File: src/rtl/tpu_pkg.sv
// Shared types and default widths for the compute-core writeback path.
package tpu_pkg;

  localparam int unsigned DATA_WIDTH_DEF = 8;
  localparam int unsigned ADDR_WIDTH_DEF = 4;
  localparam int unsigned CLIP_MAX_DEF   = 6;
  localparam int unsigned NUM_ENTRIES    = 2;

  typedef enum logic [1:0] {
    ACT_PASS = 2'b00,
    ACT_RELU = 2'b01,
    ACT_CLIP = 2'b10
  } act_mode_e;

  typedef enum logic [1:0] {
    WB_IDLE  = 2'b00,
    WB_WRITE = 2'b01,
    WB_DONE  = 2'b10
  } wb_state_e;

endpackage

File: src/rtl/acc_writeback_if.sv
// Valid/ready write port into the unified buffer.
interface acc_writeback_if #(
  parameter int unsigned DATA_WIDTH = 8,
  parameter int unsigned ADDR_WIDTH = 4
);

  logic                  wr_valid;
  logic                  wr_ready;
  logic [ADDR_WIDTH-1:0] wr_addr;
  logic [DATA_WIDTH-1:0] wr_data;

  modport master (
    output wr_valid,
    output wr_addr,
    output wr_data,
    input  wr_ready
  );

  modport slave (
    input  wr_valid,
    input  wr_addr,
    input  wr_data,
    output wr_ready
  );

endinterface

File: src/rtl/acc_writeback_act_unit.sv
// Activation function applied to one signed accumulator word.
module act_unit
  import tpu_pkg::*;
#(
  parameter int unsigned DATA_WIDTH = DATA_WIDTH_DEF,
  parameter int unsigned CLIP_MAX   = CLIP_MAX_DEF
) (
  input  logic [DATA_WIDTH-1:0] x,
  input  act_mode_e             mode,
  output logic [DATA_WIDTH-1:0] y_c
);

  logic [DATA_WIDTH-1:0] relu;

  // Negative inputs (sign bit set) clamp to zero; clip compares unsigned once non-negative.
  always_comb begin
    relu = x[DATA_WIDTH-1] ? '0 : x;
    y_c  = x;
    case (mode)
      ACT_RELU: y_c = relu;
      ACT_CLIP: y_c = (relu > DATA_WIDTH'(CLIP_MAX)) ? DATA_WIDTH'(CLIP_MAX) : relu;
      default:  y_c = x;
    endcase
  end

endmodule

File: src/rtl/acc_writeback.sv
// Captures a full accumulator, activates each word and writes it to the unified buffer.
module acc_writeback
  import tpu_pkg::*;
#(
  parameter int unsigned DATA_WIDTH = DATA_WIDTH_DEF,
  parameter int unsigned ADDR_WIDTH = ADDR_WIDTH_DEF,
  parameter int unsigned CLIP_MAX   = CLIP_MAX_DEF
) (
  input  logic                  clk,
  input  logic                  reset,
  input  logic                  acc_full,
  input  logic [DATA_WIDTH-1:0] acc_mem_0,
  input  logic [DATA_WIDTH-1:0] acc_mem_1,
  input  logic [1:0]            act_mode,
  input  logic [ADDR_WIDTH-1:0] base_addr,
  acc_writeback_if.master       wr,
  output logic                  busy,
  output logic                  done,
  output logic                  overrun
);

  localparam int unsigned IDX_W = (NUM_ENTRIES > 1) ? $clog2(NUM_ENTRIES) : 1;

  wb_state_e             state;
  logic                  full_q;
  logic                  start;
  logic [IDX_W-1:0]      idx_q;
  logic [IDX_W-1:0]      idx_nxt;
  logic [ADDR_WIDTH-1:0] addr_q;
  logic [DATA_WIDTH-1:0] data_q   [NUM_ENTRIES];
  logic [DATA_WIDTH-1:0] mem_in   [NUM_ENTRIES];
  logic [DATA_WIDTH-1:0] act_out  [NUM_ENTRIES];
  act_mode_e             mode;

  logic                  wr_valid_q;
  logic [ADDR_WIDTH-1:0] wr_addr_q;
  logic [DATA_WIDTH-1:0] wr_data_q;

  assign mem_in[0] = acc_mem_0;
  assign mem_in[1] = acc_mem_1;
  assign mode      = act_mode_e'(act_mode);
  assign start     = acc_full & ~full_q;
  assign idx_nxt   = idx_q + IDX_W'(1);

  assign wr.wr_valid = wr_valid_q;
  assign wr.wr_addr  = wr_addr_q;
  assign wr.wr_data  = wr_data_q;

  for (genvar k = 0; k < NUM_ENTRIES; k++) begin : g_act
    act_unit #(
      .DATA_WIDTH (DATA_WIDTH),
      .CLIP_MAX   (CLIP_MAX)
    ) u_act (
      .x    (mem_in[k]),
      .mode (mode),
      .y_c  (act_out[k])
    );
  end

  // Writeback FSM with registered bus and status outputs.
  always_ff @(posedge clk or posedge reset) begin
    if (reset) begin
      state      <= WB_IDLE;
      full_q     <= 1'b0;
      idx_q      <= '0;
      addr_q     <= '0;
      wr_valid_q <= 1'b0;
      wr_addr_q  <= '0;
      wr_data_q  <= '0;
      busy       <= 1'b0;
      done       <= 1'b0;
      overrun    <= 1'b0;
      for (int k = 0; k < NUM_ENTRIES; k++) data_q[k] <= '0;
    end else begin
      full_q <= acc_full;
      if (start && state != WB_IDLE) overrun <= 1'b1;
      case (state)
        WB_IDLE: begin
          done <= 1'b0;
          if (start) begin
            for (int k = 0; k < NUM_ENTRIES; k++) data_q[k] <= act_out[k];
            addr_q     <= base_addr;
            idx_q      <= '0;
            wr_valid_q <= 1'b1;
            wr_addr_q  <= base_addr;
            wr_data_q  <= act_out[0];
            busy       <= 1'b1;
            state      <= WB_WRITE;
          end
        end
        WB_WRITE: begin
          if (wr.wr_ready) begin
            if (idx_q == IDX_W'(NUM_ENTRIES - 1)) begin
              wr_valid_q <= 1'b0;
              wr_addr_q  <= '0;
              wr_data_q  <= '0;
              done       <= 1'b1;
              state      <= WB_DONE;
            end else begin
              idx_q     <= idx_nxt;
              wr_addr_q <= addr_q + ADDR_WIDTH'(idx_nxt);
              wr_data_q <= data_q[idx_nxt];
            end
          end
        end
        WB_DONE: begin
          done  <= 1'b0;
          busy  <= 1'b0;
          idx_q <= '0;
          state <= WB_IDLE;
        end
        default: begin
          wr_valid_q <= 1'b0;
          busy       <= 1'b0;
          done       <= 1'b0;
          state      <= WB_IDLE;
        end
      endcase
    end
  end

endmodule
File: src/flat_wrapper.sv
// flat-port wrapper written by rule: the top's interface ports become plain ports
module acc_writeback_flat import tpu_pkg::*;
#(
  parameter int unsigned DATA_WIDTH = DATA_WIDTH_DEF,
  parameter int unsigned ADDR_WIDTH = ADDR_WIDTH_DEF,
  parameter int unsigned CLIP_MAX   = CLIP_MAX_DEF
)
  (clk, reset, acc_full, acc_mem_0, acc_mem_1, act_mode, base_addr, busy, done, overrun, wr_wr_valid, wr_wr_addr, wr_wr_data, wr_wr_ready);
  acc_writeback_if #(.DATA_WIDTH(DATA_WIDTH), .ADDR_WIDTH(ADDR_WIDTH)) wr_i ();
  input  logic clk;
  input  logic reset;
  input  logic acc_full;
  input  logic [DATA_WIDTH-1:0] acc_mem_0;
  input  logic [DATA_WIDTH-1:0] acc_mem_1;
  input  logic [1:0] act_mode;
  input  logic [ADDR_WIDTH-1:0] base_addr;
  output logic busy;
  output logic done;
  output logic overrun;
  output wire logic [$bits(wr_i.wr_valid)-1:0] wr_wr_valid;
  output wire logic [$bits(wr_i.wr_addr)-1:0] wr_wr_addr;
  output wire logic [$bits(wr_i.wr_data)-1:0] wr_wr_data;
  input wire logic [$bits(wr_i.wr_ready)-1:0] wr_wr_ready;
  assign wr_wr_valid = wr_i.wr_valid;
  assign wr_wr_addr = wr_i.wr_addr;
  assign wr_wr_data = wr_i.wr_data;
  assign wr_i.wr_ready = wr_wr_ready;
  acc_writeback #(.DATA_WIDTH(DATA_WIDTH), .ADDR_WIDTH(ADDR_WIDTH), .CLIP_MAX(CLIP_MAX)) u_core (.clk(clk), .reset(reset), .acc_full(acc_full), .acc_mem_0(acc_mem_0), .acc_mem_1(acc_mem_1), .act_mode(act_mode), .base_addr(base_addr), .wr(wr_i), .busy(busy), .done(done), .overrun(overrun));
endmodule
File: config.mk
export PLATFORM = sky130hd
export DESIGN_NAME = acc_writeback_flat
export DESIGN_NICKNAME = d
export VERILOG_FILES = /design/src/rtl/tpu_pkg.sv /design/src/rtl/acc_writeback_if.sv /design/src/rtl/acc_writeback_act_unit.sv /design/src/rtl/acc_writeback.sv /design/src/flat_wrapper.sv
export SDC_FILE = /design/constraint.sdc
export NUM_CORES = 1
export LEC_CHECK = 0
export BUFFER_PORTS_ARGS = -buffer_cell sky130_fd_sc_hd__buf_2
export CORE_UTILIZATION = 45
export CTS_BUF_LIST = sky130_fd_sc_hd__clkbuf_4 sky130_fd_sc_hd__clkbuf_8 sky130_fd_sc_hd__clkbuf_16
export CTS_CLUSTER_DIAMETER = 50
export DETAILED_ROUTE_END_ITERATION = 8
export MAX_ROUTING_LAYER = met4
export PLACE_DENSITY = 0.72
export SYNTH_ARGS = -nofsm -noshare
export SYNTH_HDL_FRONTEND = slang
export SYNTH_SLANG_ARGS = --single-unit
File: constraint.sdc
create_clock -name clk -period 1.5 [get_ports clk]
set_input_delay 0.225 -clock clk [delete_from_list [all_inputs] [get_ports clk]]
set_output_delay 0.225 -clock clk [all_outputs]
set_load 0.01 [all_outputs]
; ---- Word-level counts from Yosys, hierarchy flattened
; Cells that the tools add are included.
[classes]
n_bitwise = 5
magnitude_cmp = 3
muxes = 33
eq_ne = 7
add_sub_neg = 2
n_reduce_logical = 12
[ops]
columns = op, n
row1 = two-way mux 8 bit, 8
row2 = one-hot mux 8 bit (2 select lines), 3
row3 = > comparator 8 x 3 -> 1 bit (second input constant), 2
row4 = two-way mux 7 bit, 2
row5 = two-way mux 4 bit, 3
row6 = two-way mux 1 bit, 9
row7 = AND reduction 3 bit, 3
row8 = one-hot mux 4 bit (2 select lines), 1
row9 = two-way mux 2 bit, 3
row10 = one-hot mux 1 bit (3 select lines), 2
row11 = AND reduction 2 bit, 3
row12 = adder 4 x 1 -> 4 bit, 1
row13 = equality test 2 x 1 -> 1 bit (second input constant), 2
row14 = equality test 2 bit (second input constant), 2
row15 = != test 2 x 1 -> 1 bit (second input constant), 2
row16 = one-hot mux 2 bit (2 select lines), 1
row17 = AND reduction 4 bit, 1
row18 = nonzero test 2 bit, 2
row19 = NOT 1 bit, 3
row20 = nonzero test 3 bit, 1
row21 = greater-or-equal comparator 2 bit (second input constant), 1
row22 = logical NOT 2 bit, 1
row23 = != test 2 bit (second input constant), 1
row24 = NOT 1 -> 2 bit, 1
row25 = 4 further kinds, 4
[word_totals]
word_cells = 74
register_bits = 40
out_inout_bits = 16
inputBits = 26

; ---- Depth between registers and ports, before layout
[depth]
word_depth = 8
ltp_mapped = 7
ltp_nobuf = 6

; ---- Cells and area by module
; Synthesis repeated with hierarchy kept, for this count alone.
[unflattened]
hier_cells = 170
hier_area_um2 = 1924.3
[modules_own_cells]
columns = module, seq_area_each_um2, cells_each, area_per_inst_um2, n_inst
row1 = acc_writeback, 800.8, 122, 1534.0, 1
row2 = act_unit, 0.0, 24, 195.2, 2

; ---- Least setup slack after synthesis
; OpenSTA, ideal clock, no wires.
[synth_path]
path_kind = register -> register
start = register u_core.state[0]
end = register u_core.wr_data_q[4], in the netlist u_core.wr.wr_data[4]
required_time_ns = 1.434
n_path_buf = 2
setup_ns = 0.066
arrival_ns = 1.542
stages_incl_launch_ff = 7
setup_slack_ns = -0.108
synth_period_minus_slack_ns = 1.608
path_cell_list = dfrtp_1 or4b_1 buf_6 o21ai_4 buf_8 and3_1 a221o_1
[synth_via]
elab_chain_len = 3
word_cells_on_any_way = 7
cone_classes = 3 x eq/ne / 1 x mux / 3 x reduce/logical
[synth_lines]
columns = element, line
row1 = from (decl), acc_writeback.sv:24  ; wb_state_e state;
row2 = from (signal assigned), acc_writeback.sv:63  ; state <= WB_IDLE;
row3 = from (signal assigned), acc_writeback.sv:88  ; state <= WB_WRITE;
row4 = from (signal assigned), acc_writeback.sv:98  ; state <= WB_DONE;
row5 = equality test 2 x 1 -> 1 bit / logical NOT 2 bit (equally long branches), acc_writeback.sv:77  ; case (state)
row6 = "!= test 2 bit (no line), or another cell as far along", -
row7 = AND reduction 3 bit (no line), -
row8 = to (signal assigned), acc_writeback.sv:86  ; wr_data_q <= act_out[0];
row9 = to (signal assigned), acc_writeback.sv:102  ; wr_data_q <= data_q[idx_nxt];
row10 = to (decl), acc_writeback.sv:37  ; logic [DATA_WIDTH-1:0] wr_data_q;
; Several ways; a longest one is shown, not always the timed one.
; A chain may end at the register's enable or synchronous reset.

; ---- Final worst setup path
[layout_path]
start = register u_core.state[1]
end = register u_core.wr_data_q[3], in the netlist u_core.wr.wr_data[3]
; Same word-level chain as after synthesis.

==> metrics.md <==
| Metric | Value |
|---|---|
| Sink Count | `32` |
| Via density | `approximately 5.4` |
| Initial antenna violation count | `0` |
| Core area | `between 3000 and 4000 sq um` |
| Post-synth EDFFs | `0` |
| H-tree level count | `2` |
| Cell area after placement | `just under 2000 sq um` |
| Final Skew | `about 0.012 ns` |
| Slowest cell on the critical path | `or4b_4` |
| RD Place Congestion | `between 0.8 and 0.9` |
| Die Height | `~62 microns` |
| Mapped Area | `1590 sq um` |
| Synth area leaders | `dfrtp_1 50%, nand2_1 5.7%, nor2_1 4.2%` |
| Sw frac | `37.8%` |
| Min cycle time layout | `~1.6 ns` |
| Cells after DPL | `approximately 270` |
| GRT Total Usage | `between 20% and 30%` |
| Total congestion overflow | `0` |
| Commonest non-fill, non-tap cell in the layout | `buf_2` |
| Max Slew Vio Count | `0` |
| Slowest stage delay, CP | `0.53 ns` |
| Commonest non-fill, non-tap cells in the layout | `42 x buf_2, 31 x dfrtp_1, 24 x nand2_1, 20 x buf_4, 16 x nor2_1` |
| Post-synth top area share | `around 50%` |
| Syn nets | `between 150 and 200` |
| Iter 0 DRT Violations | `74` |
| R2R Setup Slk | `-0.06 ns` |
| PwrDens | `about 1800 nW/um^2` |
| First-pass GRT wire length | `around 6.1 mm` |
| Residual DRC | `0` |
| Area leader, netlist | `dfrtp_1` |
| Largest net degree at the start of global routing | `33` |
| Reg clk slew, reported paths | `roughly 0.090 ns` |
| Die Footprint | `between 3000 and 4000 sq um` |
| I/O Buffers | `41` |
| Post-DP HPWL | `approximately 2.8 mm` |
| Status | `finished with violations` |
| CTS tree | `yes` |
| Worst hold path class | `in2reg` |
| Via total after detailed routing | `about 1500` |
| Post-Layout Cell Count | `roughly 280` |
| Part of the cycle the worst path needs | `104%` |
| Clock Power Share | `~14%` |
| Setup-failing EPs final | `13` |
| Fin worst setup slack | `-0.0616 ns` |
| Worst Setup Path Type | `reg2reg` |
| Worst EP required | `between 1.5 and 2 ns` |
| Worst VDD drop | `between 0.7 and 0.8 mV` |
| Hold Violations, Final | `0` |
| Clk buf depth | `2` |
| Crit. End Element | `flip-flop` |
| Die Width | `around 62 microns` |
| WL final | `around 4.0 mm` |
| Initial DRT Pass Iterations | `5` |
| DRT antenna net count | `0` |
| ANT cells | `0` |
| MaxCap Viol Count | `0` |
| NumNets Final | `about 260` |
| Core Rows | `21` |
| Unrepaired setup endpoints after global routing | `yes` |
| CP Launch Type | `flip-flop` |
| Max transition margin | `~71%` |
| Mapped Cells | `roughly 170` |
| Sequential fraction of the synthesis area | `~50%` |
| Mean Syn Cell Area | `9.66 sq um` |
| Clock latency on the worst-skew pair | `roughly 0.33 ns` |
| Worst EP arrival | `1.83 ns` |
| Combinational Power Share | `between 40 and 50%` |
| Yosys reg bits | `32` |
| Top_reg_cell synth | `dfrtp_1` |
| Fillers | `305` |
| Synth Warn # | `0` |
| Sequential share of power | `39.6%` |
| Number of global-route vias before repair | `approximately 1400` |
| CP Cell Sequence | `or4b_4 -> buf_6 -> o21ai_4 -> and3_1 -> a221o_1` |
| Wire per inst | `between 10 and 15 microns` |
| Starting Density | `47.4%` |
| P_int | `between 2 and 2.5 mW` |
| P_sw | `approximately 1.4 mW` |
| Leak | `around 1.1 nW` |
| Layout cells sized above 1 | `approximately two fifths` |
| Synth-to-layout area growth | `36.5%` |
| Ys async rst share | `100%` |
| Synth unique cells | `39` |
| Max FO, Critical Path | `6` |
| Violated checks | `negative setup slack` |
| Design Area, Final | `between 2000 and 2500 sq um` |
| Fmax | `between 0.6 and 0.7 GHz` |
| Root buf cell | `clkbuf_4` |
| CTS Buf Count | `5` |
| Io pins | `between 40 and 50` |
| Slew @ Worst Pin | `approximately 0.43 ns` |
area by class of cell:
cell class | count | area, sq um | share of cell area (%)
sequential | 32 | 802 | 36.9
timing repair buffer | 67 | 424 | 19.5
inverter | 8 | 30.0 | 1.38
tap | 46 | 57.6 | 2.65
clock buffer | 7 | 65.1 | 2.99
multi-input combinational | 121 | 797 | 36.6
flip-flops by register name (all words and copies together), names as in the netlist:
name / count
u_core.full_q: 1
u_core.addr_q: 4
u_core.state: 2
u_core.done: 1
u_core.wr.wr_data: 8
u_core.overrun: 1
u_core.data_q: 8
u_core.wr.wr_valid: 1
u_core.busy: 1
u_core.idx_q: 1
u_core.wr.wr_addr: 4
through the flow:
step	power, mW	setup TNS [ns]	hold WS, ns	worst slack (ns)	util (%)
floorplan	2.39	-0.524	0.256	-0.0917	-
detailed placement	3.02	-1.02	0.329	-0.126	58.4
global route	4.10	-1.98	0.0437	-0.138	64.7
global placement	2.96	-0.553	0.323	-0.0867	58.4
finish	3.81	-0.548	0.0557	-0.0616	64.7
CTS	3.72	-0.755	0.0498	-0.0632	63.2
cell usage after synthesis, drive strengths merged, types with 3 or more instances:
master	count
a31oi	3
nor3	4
nand2b	4
nor2b	3
nor2	18
ha	3
o21ai	8
dfrtp	32
and3	6
nand2	24
nand3	4
a21oi	14
buf	4
inv	8
a22o	4
a221o	4
layer usage:
layer	track usage [%]	share of wire [%]	wire [microns]
met1	29.7	44	1740
met2	35.5	50	1960
met3	7.35	4.4	175
met4	8.25	1.9	76
met5	-	0	0
power groups by stage:
stage	logic (mW)	registers, mW	clock network (mW)
2_1_floorplan	0.836	1.55	0
3_3_place_gp	1.46	1.49	0
3_5_place_dp	1.51	1.51	0
4_1_cts	1.66	1.50	0.558
5_1_grt	1.95	1.55	0.602
6_report	1.76	1.51	0.546
worst max-delay path: cells and delay by family, from the launching register on:
kind / cells / cell delay (ns)
AO/OA/AOI/OAI: 2 / 0.20
AND/OR/NAND/NOR: 2 / 0.72
buffers and inverters: 1 / 0.17
flip-flops: 1 / 0.42
timing repair:
action / 4_1_cts / 5_1_grt
pin swaps: 2 / 1
setup endpoints to repair: 17 / 24
buffers inserted: 4 / 1
gates resized for setup: 6 / 8
endpoints found under the hold margin: 32 / 0
hold buffers: 1 / 0
cloned: 2 / 1
logic make-up after synthesis:
logic type	Yosys count	synth area share, %
xor+xnor	2	1.10
fa+ha+maj	3	2.36
simple gates	71	23.0
flops	32	50.2
compound gates	43	18.7
buf+inv	14	4.63
final timing paths:
| kind | start | end | depth (start not counted) |
|---|---|---|---|
| worst max-delay path | u_core.state[1]$_DFFE_PP0P_ | u_core.wr.wr_data[3]$_DFFE_PP0P_ | 5 |
| worst min-delay path | acc_full | u_core.full_q$_DFF_PP0_ | 1 |
| worst max register to register | u_core.state[1]$_DFFE_PP0P_ | u_core.wr.wr_data[3]$_DFFE_PP0P_ | 5 |
| worst min register to register | u_core.overrun$_DFFE_PP0P_ | u_core.overrun$_DFFE_PP0P_ | 1 |
| max in group asynchronous | reset | u_core.state[1]$_DFFE_PP0P_ | 4 |
| min in group asynchronous | reset | u_core.addr_q[0]$_DFFE_PP0P_ | 4 |
No activity file was read; power rests on OpenSTA's default activity.
